[src/rtl/alu_arbiter.sv]
// Two-port arbiter in front of one combinational ALU: grants at most one requester per
// cycle, forwards its operation to the ALU and buffers one result per port.
module alu_arbiter #(
  parameter bit FAIR = 1'b1
) (
  input  logic        clk,
  input  logic        rst_n,
  input  logic        flush,
  input  logic        req0_valid,
  output logic        req0_ready,
  input  logic [2:0]  req0_funct3,
  input  logic [6:0]  req0_funct7,
  input  logic        req0_src_sel,
  input  logic [31:0] req0_op_a,
  input  logic [31:0] req0_rs2,
  input  logic [31:0] req0_imm,
  input  logic        req1_valid,
  output logic        req1_ready,
  input  logic [2:0]  req1_funct3,
  input  logic [6:0]  req1_funct7,
  input  logic        req1_src_sel,
  input  logic [31:0] req1_op_a,
  input  logic [31:0] req1_rs2,
  input  logic [31:0] req1_imm,
  output logic        rsp0_valid,
  input  logic        rsp0_ready,
  output logic [31:0] rsp0_data,
  output logic        rsp1_valid,
  input  logic        rsp1_ready,
  output logic [31:0] rsp1_data,
  output logic [2:0]  alu_funct3,
  output logic [6:0]  alu_funct7,
  output logic        alu_src_sel,
  output logic        alu_en,
  output logic [31:0] alu_reg_data_1,
  output logic [31:0] alu_reg_data_2,
  output logic [31:0] alu_immediate,
  input  logic [31:0] alu_res
);

  logic        last_grant_q, last_grant_d;
  logic        rsp0_valid_q, rsp0_valid_d;
  logic        rsp1_valid_q, rsp1_valid_d;
  logic [31:0] rsp0_data_q, rsp0_data_d;
  logic [31:0] rsp1_data_q, rsp1_data_d;
  logic        elig0, elig1, gnt0, gnt1;

  // rst_n gates eligibility so grants and ALU outputs drop the moment reset asserts.
  always_comb begin
    elig0 = rst_n && req0_valid && (!rsp0_valid_q || rsp0_ready) && !flush;
    elig1 = rst_n && req1_valid && (!rsp1_valid_q || rsp1_ready) && !flush;
    if (FAIR) begin
      gnt0 = elig0 && (!elig1 || last_grant_q);
    end else begin
      gnt0 = elig0;
    end
    gnt1 = elig1 && !gnt0;
  end

  always_comb begin
    alu_en         = gnt0 || gnt1;
    alu_funct3     = '0;
    alu_funct7     = '0;
    alu_src_sel    = 1'b0;
    alu_reg_data_1 = '0;
    alu_reg_data_2 = '0;
    alu_immediate  = '0;
    if (gnt0) begin
      alu_funct3     = req0_funct3;
      alu_funct7     = req0_funct7;
      alu_src_sel    = req0_src_sel;
      alu_reg_data_1 = req0_op_a;
      alu_reg_data_2 = req0_rs2;
      alu_immediate  = req0_imm;
    end else if (gnt1) begin
      alu_funct3     = req1_funct3;
      alu_funct7     = req1_funct7;
      alu_src_sel    = req1_src_sel;
      alu_reg_data_1 = req1_op_a;
      alu_reg_data_2 = req1_rs2;
      alu_immediate  = req1_imm;
    end
  end

  // A grant never coincides with flush, so flush only has to clear the valids.
  always_comb begin
    last_grant_d = last_grant_q;
    if (gnt0) begin
      last_grant_d = 1'b0;
    end else if (gnt1) begin
      last_grant_d = 1'b1;
    end
    rsp0_valid_d = rsp0_valid_q;
    rsp0_data_d  = rsp0_data_q;
    rsp1_valid_d = rsp1_valid_q;
    rsp1_data_d  = rsp1_data_q;
    if (flush) begin
      rsp0_valid_d = 1'b0;
      rsp1_valid_d = 1'b0;
    end else begin
      if (gnt0) begin
        rsp0_valid_d = 1'b1;
        rsp0_data_d  = alu_res;
      end else if (rsp0_ready) begin
        rsp0_valid_d = 1'b0;
      end
      if (gnt1) begin
        rsp1_valid_d = 1'b1;
        rsp1_data_d  = alu_res;
      end else if (rsp1_ready) begin
        rsp1_valid_d = 1'b0;
      end
    end
  end

  always_ff @(posedge clk or negedge rst_n) begin
    if (!rst_n) begin
      last_grant_q <= 1'b1;
      rsp0_valid_q <= 1'b0;
      rsp1_valid_q <= 1'b0;
      rsp0_data_q  <= '0;
      rsp1_data_q  <= '0;
    end else begin
      last_grant_q <= last_grant_d;
      rsp0_valid_q <= rsp0_valid_d;
      rsp1_valid_q <= rsp1_valid_d;
      rsp0_data_q  <= rsp0_data_d;
      rsp1_data_q  <= rsp1_data_d;
    end
  end

  assign req0_ready = gnt0;
  assign req1_ready = gnt1;
  assign rsp0_valid = rsp0_valid_q;
  assign rsp1_valid = rsp1_valid_q;
  assign rsp0_data  = rsp0_data_q;
  assign rsp1_data  = rsp1_data_q;

endmodule
[config.mk]
export PLATFORM = sky130hd
export DESIGN_NAME = alu_arbiter
export DESIGN_NICKNAME = d
export VERILOG_FILES = /design/src/rtl/alu_arbiter.sv
export SDC_FILE = /design/constraint.sdc
export NUM_CORES = 1
export LEC_CHECK = 0
export BUFFER_PORTS_ARGS = -buffer_cell sky130_fd_sc_hd__clkbuf_2
export CAP_MARGIN = 20
export CORE_AREA = 4 4 162 164
export DETAILED_ROUTE_END_ITERATION = 8
export DIE_AREA = 0 0 166 168
export GPL_TIMING_DRIVEN = 0
export SLEW_MARGIN = 0
export SYNTH_ARGS = -nofsm -noshare
export SYNTH_HDL_FRONTEND = slang
export SYNTH_SLANG_ARGS = --single-unit
[constraint.sdc]
create_clock -name clk -period 1.7 [get_ports clk]
set_input_delay 0.17 -clock clk [delete_from_list [all_inputs] [get_ports clk]]
set_output_delay 0.17 -clock clk [all_outputs]
set_load 0.05 [all_outputs]
==> report_table.html, run 1 <==
<table>
<tr><th>Metric</th><th>Value</th></tr>
<tr><th colspan="2">Detailed routing</th></tr>
<tr><td>Number of iterations in the first detailed-routing pass</td><td>4</td></tr>
<tr><td>Vias after detailed routing</td><td>4569</td></tr>
<tr><td>Vias per cell</td><td>4.24</td></tr>
<tr><td>Total DRC errors in the routed layout</td><td>0</td></tr>
<tr><td>Post-route ant nets</td><td>0</td></tr>
<tr><td>WL per Instance</td><td>22.0 um</td></tr>
<tr><td>Routed wire length</td><td>23700 um</td></tr>
<tr><td>Drt initial violations</td><td>138</td></tr>
<tr><th colspan="2">Critical path</th></tr>
<tr><td>Crit path required time</td><td>1530 ps</td></tr>
<tr><td>Kind of capture point of the worst setup path</td><td>output pin</td></tr>
<tr><td>Cell occurring most often along the worst timing path</td><td>buf_6</td></tr>
<tr><td>Startpoint types</td><td>flip-flop</td></tr>
<tr><td>Cell type group with the largest total delay on the critical path</td><td>buffers and inverters</td></tr>
<tr><td>Register-to-register setup slack</td><td>-270 ps</td></tr>
<tr><td>Worst-path fanout max</td><td>10</td></tr>
<tr><td>Arrival time at the worst endpoint</td><td>2020 ps</td></tr>
<tr><td>Combined buffer and inverter count along the critical path</td><td>4</td></tr>
<tr><td>Beginning of the worst register-to-register path</td><td>rsp0_valid$_DFFE_PN0P_</td></tr>
<tr><td>Worst stage delay on the critical path</td><td>420 ps</td></tr>
<tr><td>Critical path type</td><td>reg2out</td></tr>
<tr><td>Launch point of the worst path</td><td>rsp1_valid$_DFFE_PN0P_</td></tr>
<tr><td>Crit path capture</td><td>alu_reg_data_2[28]</td></tr>
<tr><td>CP Depth</td><td>8</td></tr>
<tr><td>Reg-to-Reg End</td><td>rsp0_data[5]$_DFFE_PN0P_</td></tr>
<tr><td>Crit-path cells</td><td>nand2b_4, nand3_4, o21a_1, buf_6, buf_12, buf_6, a22o_2, buf_8</td></tr>
<tr><td>Depth of the most critical reg-to-reg path</td><td>10</td></tr>
<tr><td>Critical path's slowest cell</td><td>dfrtp_2</td></tr>
<tr><th colspan="2">STA</th></tr>
<tr><td>Post-route setup slack</td><td>-489 ps</td></tr>
<tr><td>Clk_skew</td><td>8.16 ps</td></tr>
<tr><td>Final worst path period share</td><td>129%</td></tr>
<tr><td>Number of pins with negative max-slew slack in the final report</td><td>0</td></tr>
<tr><td>Rel. slew slack</td><td>73.5%</td></tr>
<tr><td>Sum of negative setup slack</td><td>-54030 ps</td></tr>
<tr><td>Slew of the pin with the lowest slew margin</td><td>396 ps</td></tr>
<tr><td>Achievable Freq</td><td>457 MHz</td></tr>
<tr><td>Number of setup violations in the final report</td><td>139</td></tr>
<tr><td>Period minus WS final</td><td>2190 ps</td></tr>
<tr><td>RSZ-0062 raised after global routing</td><td>yes</td></tr>
<tr><td>Number of hold-slack violations in the final timing report</td><td>0</td></tr>
<tr><th colspan="2">Logic synthesis</th></tr>
<tr><td>Syn. warnings</td><td>0</td></tr>
<tr><td>Net count after synthesis</td><td>533</td></tr>
<tr><td>Sequential element share of the synthesized area</td><td>45.9%</td></tr>
<tr><td>Most area-hungry cell type in the Yosys netlist</td><td>dfrtp_1</td></tr>
<tr><td>Area of the mapped netlist</td><td>3650 sq um</td></tr>
<tr><td>Number of distinct library cell variants in the gate-level netlist after synthesis</td><td>15</td></tr>
<tr><td>Mean cell area of the mapped netlist</td><td>13.0 sq um</td></tr>
<tr><td>Fraction of synthesized cell area taken by the top area cell type</td><td>45.2%</td></tr>
<tr><td>Number of standard cells after synthesis</td><td>280</td></tr>
<tr><td>Largest cells by area after synthesis</td><td>dfrtp_1 (45%), a22o_1 (26%), mux2_2 (20%)</td></tr>
<tr><td>Synthesized flop and latch total</td><td>67</td></tr>
<tr><th colspan="2">Clock network</th></tr>
<tr><td>Clock sink count</td><td>67</td></tr>
<tr><td>Htree depth</td><td>3</td></tr>
<tr><td>Buffer depth of the longest clock path</td><td>2</td></tr>
<tr><td>Clock Tree Root</td><td>clkbuf_16</td></tr>
<tr><td>Later-pin clock latency in the skew report</td><td>320 ps</td></tr>
<tr><td>Clock buffers created by TritonCTS</td><td>9</td></tr>
<tr><td>CTS clock-pin slew for the worst setup and hold paths</td><td>60 ps</td></tr>
<tr><td>CTS tree</td><td>built</td></tr>
<tr><th colspan="2">Cells and area</th></tr>
<tr><td>Most frequent standard cell in the layout excluding fill and tap cells</td><td>clkbuf_2</td></tr>
<tr><td>Share of layout cells above drive strength 1</td><td>89.9%</td></tr>
<tr><td>Area growth, synth to finish</td><td>147%</td></tr>
<tr><td>Final net count</td><td>994</td></tr>
<tr><td>Commonest cells after routing, fill and taps aside</td><td>clkbuf_2 (317), buf_8 (96), a22o_4 (64), dfrtp_1 (64), mux2_2 (48)</td></tr>
<tr><td>Number of fill cells</td><td>2357</td></tr>
<tr><td>FF+latch area</td><td>1680 sq um</td></tr>
<tr><td>Multi-input logic area</td><td>2440 sq um</td></tr>
<tr><th colspan="2">Flow run</th></tr>
<tr><td>Count of maximum capacitance violations</td><td>0</td></tr>
<tr><th colspan="2">GRT</th></tr>
<tr><td>Total grt overflow</td><td>0</td></tr>
<tr><td>Global-route wire length before repair</td><td>32800 um</td></tr>
<tr><td>Pin count of the biggest net entering global routing</td><td>24</td></tr>
<tr><td>Met2 Resource Use GR</td><td>27.2%</td></tr>
<tr><td>Met3 usage</td><td>5.00%</td></tr>
<tr><td>Number of global-route vias before repair</td><td>4983</td></tr>
<tr><td>Global route hottest layer</td><td>met2</td></tr>
<tr><td>Total global routing track utilization</td><td>15.5%</td></tr>
<tr><td>Initial antenna violation count</td><td>2</td></tr>
<tr><td>Global-route met1 utilization</td><td>18.3%</td></tr>
<tr><th colspan="2">Floorplan</th></tr>
<tr><td>Starting density of the core</td><td>14.7%</td></tr>
<tr><td>Cell row count</td><td>58</td></tr>
<tr><td>Die Height</td><td>168 um</td></tr>
<tr><td>I/O pin cnt</td><td>429</td></tr>
<tr><td>Width of the die</td><td>166 um</td></tr>
<tr><td>Floorplan Core Area</td><td>24900 sq um</td></tr>
<tr><td>Die area</td><td>27900 sq um</td></tr>
<tr><th colspan="2">Power</th></tr>
<tr><td>Overall power</td><td>7.91 mW</td></tr>
<tr><td>Power density cells</td><td>875 nW/um^2</td></tr>
<tr><td>Highest ir drop seen on vdd</td><td>0.000943 V</td></tr>
<tr><td>Static leakage</td><td>4.60 nW</td></tr>
<tr><th colspan="2">Run status</th></tr>
<tr><td>Result of the run</td><td>complete, but fails checks</td></tr>
<tr><td>Violated checks</td><td>negative setup slack</td></tr>
<tr><th colspan="2">Place</th></tr>
<tr><td>Number of buffers inserted by port buffering</td><td>428</td></tr>
<tr><td>Final GP Congestion</td><td>0.976</td></tr>
<tr><td>Detailed placement HPWL</td><td>18900 um</td></tr>
<tr><th colspan="2">Hold path</th></tr>
<tr><td>Worst hold start</td><td>flush</td></tr>
<tr><td>Worst hold path class</td><td>in2reg</td></tr>
</table>
-- layout make-up --
class | count | area share (%)
antenna | 2 | 0.0554
buffer | 29 | 3.90
clock buffer | 11 | 2.68
clock inverter | 5 | 0.692
multi-input combinational | 182 | 27.0
sequential | 67 | 18.6
tap | 330 | 4.57
timing repair buffer | 452 | 42.5
-- where the power goes --
part / internal [mW] / switching, mW
combinational: 1.44 / 2.48
sequential: 1.94 / 0.183
clock: 1.18 / 0.693
-- worst register-to-register path, cell delays in order (launching register included) --
cell	delay (ps)
dfrtp_2	400
nand2b_1	100
and3_4	220
o21a_1	140
buf_6	150
buf_12	120
buf_6	80
buf_6	90
buf_12	120
buf_12	120
mux2_2	320
-- Yosys cell counts, drive strengths merged --
| cell type | instances |
|---|---|
| buf | 31 |
| nor2b | 1 |
| mux2i | 1 |
| dfrtp | 66 |
| o21a | 1 |
| and3 | 1 |
| o21bai | 2 |
| nand2b | 3 |
| nand3 | 1 |
| dfstp | 1 |
| mux2 | 64 |
| a22o | 107 |
| a21oi | 1 |
-- flip-flops by register name, indices dropped and copies added, names as in the netlist --
name          cells
rsp1_data        32
rsp0_data        32
rsp1_valid        1
last_grant_q      1
rsp0_valid        1
-- per-stage QoR --
step	setup WS (ps)	hold slack, ps	area (sq um)	std cells	utilization, %
6_report	-489	66.0	9040	1078	36.3
2_1_floorplan	-176	-126	3950	280	-
5_1_grt	-570	63.5	9040	1078	36.3
3_3_place_gp	-2100	399	6500	1038	26.1
3_5_place_dp	-1320	131	6530	1039	26.2
4_1_cts	-570	47.8	8510	1071	34.2
-- how the worst min path moves through the flow --
| stage | end | depth (start not counted) |
|---|---|---|
| floorplan | rsp0_data[0]$_DFFE_PN0P_ | 0 |
| global placement | rsp0_valid$_DFFE_PN0P_ | 2 |
| detailed placement | rsp0_data[5]$_DFFE_PN0P_ | 1 |
| CTS | rsp0_valid$_DFFE_PN0P_ | 2 |
| global route | rsp0_valid$_DFFE_PN0P_ | 2 |
| finish | rsp0_valid$_DFFE_PN0P_ | 2 |
-- cells by family (layout without fill, tap and decap cells) --
kind of cell / count (synthesis) / after routing / synth area share [%]
flip-flops: 67 / 67 / 45.9
other: 0 / 2 / 0
AO/OA/AOI/OAI: 111 / 111 / 26.5
multiplexers: 65 / 65 / 20.0
buffers and inverters: 31 / 497 / 6.23
AND/OR/NAND/NOR: 6 / 6 / 1.34
-- routing by layer --
layer	share of wire, %	vias up
met2	50	255
met4	2.5	0
met1	40	2226
li1	-	2047
met3	7.6	41
met5	0	-
-- what timing repair did --
item,4_1_cts,5_1_grt
resized for setup,295,159
setup endpoints to repair,175,172
cloned,3,2
buffers inserted,9,6
hold buffers,4,0
pin swaps,2,6
hold endpoints to repair,43,0
Power figures use the tool's default switching activity.
==> inputs of run 2 (changes only) <==
--- a/config.mk
+++ b/config.mk
@@ -7,9 +7,9 @@
 export LEC_CHECK = 0
 export BUFFER_PORTS_ARGS = -buffer_cell sky130_fd_sc_hd__clkbuf_2
 export CAP_MARGIN = 20
-export CORE_AREA = 4 4 162 164
+export CORE_AREA = 2 2 165 167
 export DETAILED_ROUTE_END_ITERATION = 8
-export DIE_AREA = 0 0 166 168
+export DIE_AREA = 0 0 167 169
 export GPL_TIMING_DRIVEN = 0
 export SLEW_MARGIN = 0
 export SYNTH_ARGS = -nofsm -noshare
==> report_table.html, run 2 (same netlist as run 1, synthesis figures left out) <==
<table>
<tr><th>Metric</th><th>Value</th></tr>
<tr><th colspan="2">Run status</th></tr>
<tr><td>Result of the run</td><td>complete, but fails checks (unchanged)</td></tr>
<tr><td>Violated checks</td><td>negative setup slack (unchanged)</td></tr>
<tr><th colspan="2">GRT</th></tr>
<tr><td>Met3 usage</td><td>7.04% (was 5.00%)</td></tr>
<tr><td>Number of global-route vias before repair</td><td>4787 (was 4983)</td></tr>
<tr><td>Initial antenna violation count</td><td>10 (was 2)</td></tr>
<tr><td>Met2 Resource Use GR</td><td>29.6% (was 27.2%)</td></tr>
<tr><td>Total global routing track utilization</td><td>16.5% (was 15.5%)</td></tr>
<tr><td>Total grt overflow</td><td>0 (unchanged)</td></tr>
<tr><td>Global route hottest layer</td><td>met2 (unchanged)</td></tr>
<tr><td>Global-route wire length before repair</td><td>33600 um (was 32800 um)</td></tr>
<tr><td>Global-route met1 utilization</td><td>17.7% (was 18.3%)</td></tr>
<tr><td>Pin count of the biggest net entering global routing</td><td>30 (was 24)</td></tr>
<tr><th colspan="2">Place</th></tr>
<tr><td>Final GP Congestion</td><td>0.873 (was 0.976)</td></tr>
<tr><td>Cell area reported after detailed placement</td><td>6540 sq um (was 6530 sq um)</td></tr>
<tr><td>Number of buffers inserted by port buffering</td><td>428 (unchanged)</td></tr>
<tr><td>Detailed placement HPWL</td><td>20100 um (was 18900 um)</td></tr>
<tr><td>Worst slack, placed</td><td>-1550 ps (was -1320 ps)</td></tr>
<tr><th colspan="2">Cells and area</th></tr>
<tr><td>Most frequent standard cell in the layout excluding fill and tap cells</td><td>clkbuf_2 (unchanged)</td></tr>
<tr><td>Final standard cell area without fillers</td><td>9220 sq um (was 9040 sq um)</td></tr>
<tr><td>Area growth, synth to finish</td><td>152% (was 147%)</td></tr>
<tr><td>Share of layout cells above drive strength 1</td><td>90.2% (was 89.9%)</td></tr>
<tr><td>Commonest cells after routing, fill and taps aside</td><td>clkbuf_2 (317), buf_8 (80), a22o_4 (78) (was clkbuf_2 (317), buf_8 (96), a22o_4 (64), dfrtp_1 (64), mux2_2 (48))</td></tr>
<tr><td>Final net count</td><td>1001 (was 994)</td></tr>
<tr><td>Number of fill cells</td><td>2581 (was 2357)</td></tr>
<tr><th colspan="2">Critical path</th></tr>
<tr><td>Worst-path fanout max</td><td>8 (was 10)</td></tr>
<tr><td>Startpoint types</td><td>flip-flop (unchanged)</td></tr>
<tr><td>Arrival time at the worst endpoint</td><td>2010 ps (was 2020 ps)</td></tr>
<tr><td>Kind of capture point of the worst setup path</td><td>output pin (unchanged)</td></tr>
<tr><td>Critical path type</td><td>reg2out (unchanged)</td></tr>
<tr><td>Crit path required time</td><td>1530 ps (about the same)</td></tr>
<tr><th colspan="2">Hold path</th></tr>
<tr><td>Worst hold path class</td><td>in2reg (unchanged)</td></tr>
<tr><th colspan="2">Clock network</th></tr>
<tr><td>Later-pin clock latency in the skew report</td><td>330 ps (was 320 ps)</td></tr>
<tr><td>Htree depth</td><td>3 (unchanged)</td></tr>
<tr><td>Clock Tree Root</td><td>clkbuf_16 (unchanged)</td></tr>
<tr><td>CTS clock-pin slew for the worst setup and hold paths</td><td>60 ps (about the same)</td></tr>
<tr><td>Buffer depth of the longest clock path</td><td>2 (unchanged)</td></tr>
<tr><td>CTS tree</td><td>built (unchanged)</td></tr>
<tr><td>Clock sink count</td><td>67 (unchanged)</td></tr>
<tr><td>Clock buffers created by TritonCTS</td><td>9 (unchanged)</td></tr>
<tr><th colspan="2">Power</th></tr>
<tr><td>Power density cells</td><td>859 nW/um^2 (was 875 nW/um^2)</td></tr>
<tr><td>Static leakage</td><td>4.69 nW (was 4.60 nW)</td></tr>
<tr><td>Highest ir drop seen on vdd</td><td>0.000931 V (was 0.000943 V)</td></tr>
<tr><th colspan="2">Detailed routing</th></tr>
<tr><td>WL per Instance</td><td>23.3 um (was 22.0 um)</td></tr>
<tr><td>Vias per cell</td><td>4.23 (was 4.24)</td></tr>
<tr><td>Post-route ant nets</td><td>0 (unchanged)</td></tr>
<tr><td>Routed wire length</td><td>25700 um (was 23700 um)</td></tr>
<tr><td>Vias after detailed routing</td><td>4662 (was 4569)</td></tr>
<tr><td>Total DRC errors in the routed layout</td><td>0 (unchanged)</td></tr>
<tr><td>Number of iterations in the first detailed-routing pass</td><td>6 (was 4)</td></tr>
<tr><td>Drt initial violations</td><td>124 (was 138)</td></tr>
<tr><th colspan="2">STA</th></tr>
<tr><td>Rel. slew slack</td><td>41.2% (was 73.5%)</td></tr>
<tr><td>Min Hold Slack</td><td>87.6 ps (was 66.0 ps)</td></tr>
<tr><td>Period minus WS final</td><td>2180 ps (was 2190 ps)</td></tr>
<tr><td>Number of hold-slack violations in the final timing report</td><td>0 (unchanged)</td></tr>
<tr><td>Post-route setup slack</td><td>-484 ps (was -489 ps)</td></tr>
<tr><td>Sum of negative setup slack</td><td>-52600 ps (was -54030 ps)</td></tr>
<tr><td>Number of setup violations in the final report</td><td>141 (was 139)</td></tr>
<tr><td>Achievable Freq</td><td>458 MHz (was 457 MHz)</td></tr>
<tr><td>RSZ-0062 raised after global routing</td><td>yes (unchanged)</td></tr>
<tr><td>Slew of the pin with the lowest slew margin</td><td>880 ps (was 396 ps)</td></tr>
<tr><td>Number of pins with negative max-slew slack in the final report</td><td>0 (unchanged)</td></tr>
<tr><td>Clk_skew</td><td>8.56 ps (was 8.16 ps)</td></tr>
<tr><td>Final worst path period share</td><td>128% (was 129%)</td></tr>
<tr><th colspan="2">Floorplan</th></tr>
<tr><td>Floorplan Core Area</td><td>26500 sq um (was 24900 sq um)</td></tr>
<tr><td>Die Height</td><td>169 um (was 168 um)</td></tr>
<tr><td>Starting density of the core</td><td>13.8% (was 14.7%)</td></tr>
<tr><td>Width of the die</td><td>167 um (was 166 um)</td></tr>
<tr><td>Die area</td><td>28200 sq um (was 27900 sq um)</td></tr>
<tr><td>Cell row count</td><td>60 (was 58)</td></tr>
<tr><td>I/O pin cnt</td><td>429 (unchanged)</td></tr>
<tr><th colspan="2">Flow run</th></tr>
<tr><td>Count of maximum capacitance violations</td><td>0 (unchanged)</td></tr>
</table>
## run 2: changes by cell type in the layout (fill, tap and decap cells not counted), sizes merged
| cell | delta |
|---|---|
| clkbuf | +15 |
| buf | -7 |
| diode | +5 |
| clkinvlp | -2 |
| bufbuf | +1 |
| clkinv | +1 |
| dlygate4sd3 | -1 |
## run 2: layout make-up
type                       instances  area (sq um)  share of cell area (%)
timing repair buffer             458          3870                    42.0
multi-input combinational        182          2490                    27.1
sequential                        67          1680                    18.2
tap                              341           427                    4.63
buffer                            30           423                    4.59
clock buffer                      12           256                    2.78
clock inverter                     4          48.8                   0.529
antenna                            7          17.5                   0.190
## run 2: repair_timing
action,in CTS,in global routing
pin swaps,4,12
hold buffers,4,0
cloned,3,5
setup endpoints to repair,176,171
buffers inserted,10,7
resized for setup,288,164
endpoints found under the hold margin,47,0
## run 2: worst max-delay path, cell delays in order (launching register included)
cell       delay, ps
dfrtp_2          420
nand2b_4          80
nand3_4           80
o21a_1           190
buf_6            140
clkbuf_16        180
clkbuf_16        170
a22o_4           260
buf_8            150
## run 2: path summary, 6_finish.rpt
path                            cells past startpoint                        end  slack (ps)                       from
worst min register to register                      1  rsp0_data[28]$_DFFE_PN0P_         500  rsp0_data[28]$_DFFE_PN0P_
max in group asynchronous                           3     rsp0_valid$_DFFE_PN0P_         470                      rst_n
worst min-delay path                                2     rsp0_valid$_DFFE_PN0P_          90                      flush
worst max register to register                      7  rsp0_data[14]$_DFFE_PN0P_        -160     rsp0_valid$_DFFE_PN0P_
min in group asynchronous                           3   rsp0_data[6]$_DFFE_PN0P_         520                      rst_n
worst max-delay path                                8          alu_immediate[24]        -480     rsp1_valid$_DFFE_PN0P_
## run 2: where the power goes
group | switching, mW | internal, mW
combinational | 2.48 | 1.42
sequential | 0.182 | 1.94
clock | 0.693 | 1.21
## run 2: layer usage
metal  vias up  share of wire (%)  wire (um)
met5         -               0.19         50
met4         8                2.4        624
met3        40                9.1       2330
met2       270                 52      13400
met1      2275                 36       9350
li1       2069                  -          -
## run 2: per-stage QoR
stage | instances | total power [mW] | util (%)
6_report | 1101 | 7.92 | 34.8
5_1_grt | 1099 | 8.26 | 34.8
4_1_cts | 1083 | 7.79 | 31.9
3_5_place_dp | 1050 | 5.44 | 24.7
3_3_place_gp | 1049 | 5.41 | 24.6
2_1_floorplan | 280 | 4.40 | -
==> inputs of run 3 (changes only) <==
--- a/config.mk
+++ b/config.mk
@@ -5,11 +5,11 @@
 export SDC_FILE = /design/constraint.sdc
 export NUM_CORES = 1
 export LEC_CHECK = 0
-export BUFFER_PORTS_ARGS = -buffer_cell sky130_fd_sc_hd__clkbuf_2
 export CAP_MARGIN = 20
-export CORE_AREA = 2 2 165 167
+export CORE_AREA = 2 2 166 168
 export DETAILED_ROUTE_END_ITERATION = 8
-export DIE_AREA = 0 0 167 169
+export DIE_AREA = 0 0 168 170
+export DONT_BUFFER_PORTS = 1
 export GPL_TIMING_DRIVEN = 0
 export SLEW_MARGIN = 0
 export SYNTH_ARGS = -nofsm -noshare
==> report_table.html, run 3 (same netlist as run 1, synthesis figures left out) <==
<table>
<tr><th>Metric</th><th>Value</th></tr>
<tr><th colspan="2">Clock network</th></tr>
<tr><td>Clock buffers created by TritonCTS</td><td>9 (unchanged)</td></tr>
<tr><td>CTS clock-pin slew for the worst setup and hold paths</td><td>60 ps (about the same)</td></tr>
<tr><td>Htree depth</td><td>3 (unchanged)</td></tr>
<tr><td>Later-pin clock latency in the skew report</td><td>330 ps (about the same)</td></tr>
<tr><td>Clock sink count</td><td>67 (unchanged)</td></tr>
<tr><td>Buffer depth of the longest clock path</td><td>2 (unchanged)</td></tr>
<tr><td>Post-CTS Hold Buffers</td><td>33 (was 4)</td></tr>
<tr><td>CTS tree</td><td>built (unchanged)</td></tr>
<tr><td>Clock Tree Root</td><td>clkbuf_16 (unchanged)</td></tr>
<tr><th colspan="2">Detailed routing</th></tr>
<tr><td>Vias after detailed routing</td><td>3050 (was 4662)</td></tr>
<tr><td>WL per Instance</td><td>31.3 um (was 23.3 um)</td></tr>
<tr><td>Total DRC errors in the routed layout</td><td>0 (unchanged)</td></tr>
<tr><td>Number of iterations in the first detailed-routing pass</td><td>4 (was 6)</td></tr>
<tr><td>Post-route ant nets</td><td>0 (unchanged)</td></tr>
<tr><td>Vias per cell</td><td>4.43 (was 4.23)</td></tr>
<tr><td>Routed wire length</td><td>21600 um (was 25700 um)</td></tr>
<tr><td>Drt initial violations</td><td>78 (was 124)</td></tr>
<tr><th colspan="2">Critical path</th></tr>
<tr><td>Critical path type</td><td>reg2out (unchanged)</td></tr>
<tr><td>Worst stage delay on the critical path</td><td>520 ps (was 420 ps)</td></tr>
<tr><td>Cell type group with the largest total delay on the critical path</td><td>flip-flops (was buffers and inverters)</td></tr>
<tr><td>Kind of capture point of the worst setup path</td><td>output pin (unchanged)</td></tr>
<tr><td>Arrival time at the worst endpoint</td><td>2080 ps (was 2010 ps)</td></tr>
<tr><td>Worst-path fanout max</td><td>7 (was 8)</td></tr>
<tr><td>Combined buffer and inverter count along the critical path</td><td>3 (was 4)</td></tr>
<tr><td>Critical path's slowest cell</td><td>dfrtp_2 (unchanged)</td></tr>
<tr><td>Startpoint types</td><td>flip-flop (unchanged)</td></tr>
<tr><td>Crit-path cells</td><td>nand2b_1, and3_4, o21a_1, buf_6, buf_12, clkbuf_16, a22o_4 (was nand2b_4, nand3_4, o21a_1, buf_6, clkbuf_16, clkbuf_16, a22o_4, buf_8)</td></tr>
<tr><td>Crit path required time</td><td>1530 ps (about the same)</td></tr>
<tr><th colspan="2">STA</th></tr>
<tr><td>Rel. slew slack</td><td>63.1% (was 41.2%)</td></tr>
<tr><td>Sum of negative setup slack</td><td>-72810 ps (was -52600 ps)</td></tr>
<tr><td>Post-route setup slack</td><td>-554 ps (was -484 ps)</td></tr>
<tr><td>Final worst path period share</td><td>133% (was 128%)</td></tr>
<tr><td>Slew of the pin with the lowest slew margin</td><td>553 ps (was 880 ps)</td></tr>
<tr><td>Number of pins with negative max-slew slack in the final report</td><td>0 (unchanged)</td></tr>
<tr><td>Number of setup violations in the final report</td><td>172 (was 141)</td></tr>
<tr><td>Clk_skew</td><td>8.17 ps (was 8.56 ps)</td></tr>
<tr><td>Number of hold-slack violations in the final timing report</td><td>67 (was 0)</td></tr>
<tr><td>Period minus WS final</td><td>2250 ps (was 2180 ps)</td></tr>
<tr><td>Min Hold Slack</td><td>-468 ps (was 87.6 ps)</td></tr>
<tr><td>Achievable Freq</td><td>444 MHz (was 458 MHz)</td></tr>
<tr><td>RSZ-0062 raised after global routing</td><td>yes (unchanged)</td></tr>
<tr><th colspan="2">Place</th></tr>
<tr><td>DP Cell Count</td><td>621 (was 1050)</td></tr>
<tr><td>Final GP Congestion</td><td>1.04 (was 0.873)</td></tr>
<tr><td>Number of buffers inserted by port buffering</td><td>0 (was 428)</td></tr>
<tr><td>Detailed placement HPWL</td><td>17200 um (was 20100 um)</td></tr>
<tr><th colspan="2">Cells and area</th></tr>
<tr><td>Post-layout instance count excluding filler cells</td><td>688 (was 1101)</td></tr>
<tr><td>Antenna Diode Count</td><td>0 (was 7)</td></tr>
<tr><td>Commonest cells after routing, fill and taps aside</td><td>a22o_4 (107), dfrtp_1 (64), mux2_2 (62) (was clkbuf_2 (317), buf_8 (80), a22o_4 (78))</td></tr>
<tr><td>Most frequent standard cell in the layout excluding fill and tap cells</td><td>a22o_4 (was clkbuf_2)</td></tr>
<tr><td>Area growth, synth to finish</td><td>73.2% (was 152%)</td></tr>
<tr><td>Final net count</td><td>595 (was 1001)</td></tr>
<tr><td>Share of layout cells above drive strength 1</td><td>70.6% (was 90.2%)</td></tr>
<tr><th colspan="2">Power</th></tr>
<tr><td>Highest ir drop seen on vdd</td><td>0.000839 V (was 0.000931 V)</td></tr>
<tr><td>Power density cells</td><td>1110 nW/um^2 (was 859 nW/um^2)</td></tr>
<tr><td>Static leakage</td><td>2.76 nW (was 4.69 nW)</td></tr>
<tr><th colspan="2">Floorplan</th></tr>
<tr><td>Die area</td><td>28600 sq um (was 28200 sq um)</td></tr>
<tr><td>Width of the die</td><td>168 um (was 167 um)</td></tr>
<tr><td>I/O pin cnt</td><td>429 (unchanged)</td></tr>
<tr><td>Cell row count</td><td>60 (unchanged)</td></tr>
<tr><td>Floorplan Core Area</td><td>26700 sq um (was 26500 sq um)</td></tr>
<tr><td>Starting density of the core</td><td>13.7% (was 13.8%)</td></tr>
<tr><td>Die Height</td><td>170 um (was 169 um)</td></tr>
<tr><th colspan="2">GRT</th></tr>
<tr><td>Total grt overflow</td><td>0 (unchanged)</td></tr>
<tr><td>Number of global-route vias before repair</td><td>3241 (was 4787)</td></tr>
<tr><td>Pin count of the biggest net entering global routing</td><td>69 (was 30)</td></tr>
<tr><td>Total global routing track utilization</td><td>14.0% (was 16.5%)</td></tr>
<tr><td>Initial antenna violation count</td><td>0 (was 10)</td></tr>
<tr><td>Global-route wire length before repair</td><td>27300 um (was 33600 um)</td></tr>
<tr><th colspan="2">Run status</th></tr>
<tr><td>Result of the run</td><td>complete, but fails checks (unchanged)</td></tr>
<tr><td>Violated checks</td><td>negative hold slack, negative setup slack (was negative setup slack)</td></tr>
<tr><th colspan="2">Flow run</th></tr>
<tr><td>Count of maximum capacitance violations</td><td>0 (unchanged)</td></tr>
<tr><th colspan="2">Hold path</th></tr>
<tr><td>Worst hold path class</td><td>in2async (was in2reg)</td></tr>
</table>
[run 3: path summary, 6_finish.rpt]
kind	cells past startpoint	to	from	slack (ps)
min in group clk	2	rsp0_valid$_DFFE_PN0P_	rsp0_ready	50
worst max-delay path	7	alu_reg_data_2[7]	rsp0_valid$_DFFE_PN0P_	-550
worst min register to register	1	last_grant_q$_DFFE_PN1P_	last_grant_q$_DFFE_PN1P_	510
worst max register to register	9	rsp1_data[1]$_DFFE_PN0P_	rsp1_valid$_DFFE_PN0P_	-350
max in group asynchronous	0	last_grant_q$_DFFE_PN1P_	rst_n	1980
worst min-delay path	0	rsp1_data[11]$_DFFE_PN0P_	rst_n	-470
[run 3: stage by stage]
stage                     setup WS [ps]  utilization (%)  hold WS, ps  total power [mW]  cell area, sq um
after floorplan                    -176                -         -126              4.40              3950
after global placement             -989             16.4         -124              4.62              4380
after detailed placement           -937             16.4         -124              4.63              4380
after CTS                          -595             22.9         -489              7.05              6090
after global routing               -618             23.7         -487              7.25              6330
final                              -554             23.7         -468              7.03              6330
[run 3: metal layers]
metal / global-route usage (%) / routed length, um
met5: 0 / 0
met4: 6.12 / 830
met3: 5.51 / 2220
met2: 23.7 / 10600
met1: 15.5 / 7950
[run 3: cell type report]
class / instances / area, sq um
clock buffer: 11 / 253
tap: 341 / 427
fill: 2718 / 20300
clock inverter: 5 / 85.1
timing repair buffer: 51 / 653
multi-input combinational: 182 / 2720
buffer: 31 / 510
sequential: 67 / 1680
[run 3: report_power, final]
group          internal [mW]  switching [mW]
sequential              1.91            1.49
clock                   1.37           0.713
combinational          0.711           0.840
total                   3.99            3.04
[run 3: repair_timing]
item,CTS,global route
resized for setup,151,23
buffers inserted,7,3
pin swaps,76,21
endpoints found under the hold margin,133,67
endpoints found under the setup margin,176,175
gates cloned,4,5
[run 3: worst reg2reg max path: cells and delay by family, from the launching register on]
kind | cells | cell delay (ps)
DFF | 1 | 530
buffers and inverters | 5 | 680
muxes | 1 | 340
AOI/OAI and AO/OA | 1 | 180
and+or+nand+nor | 2 | 190
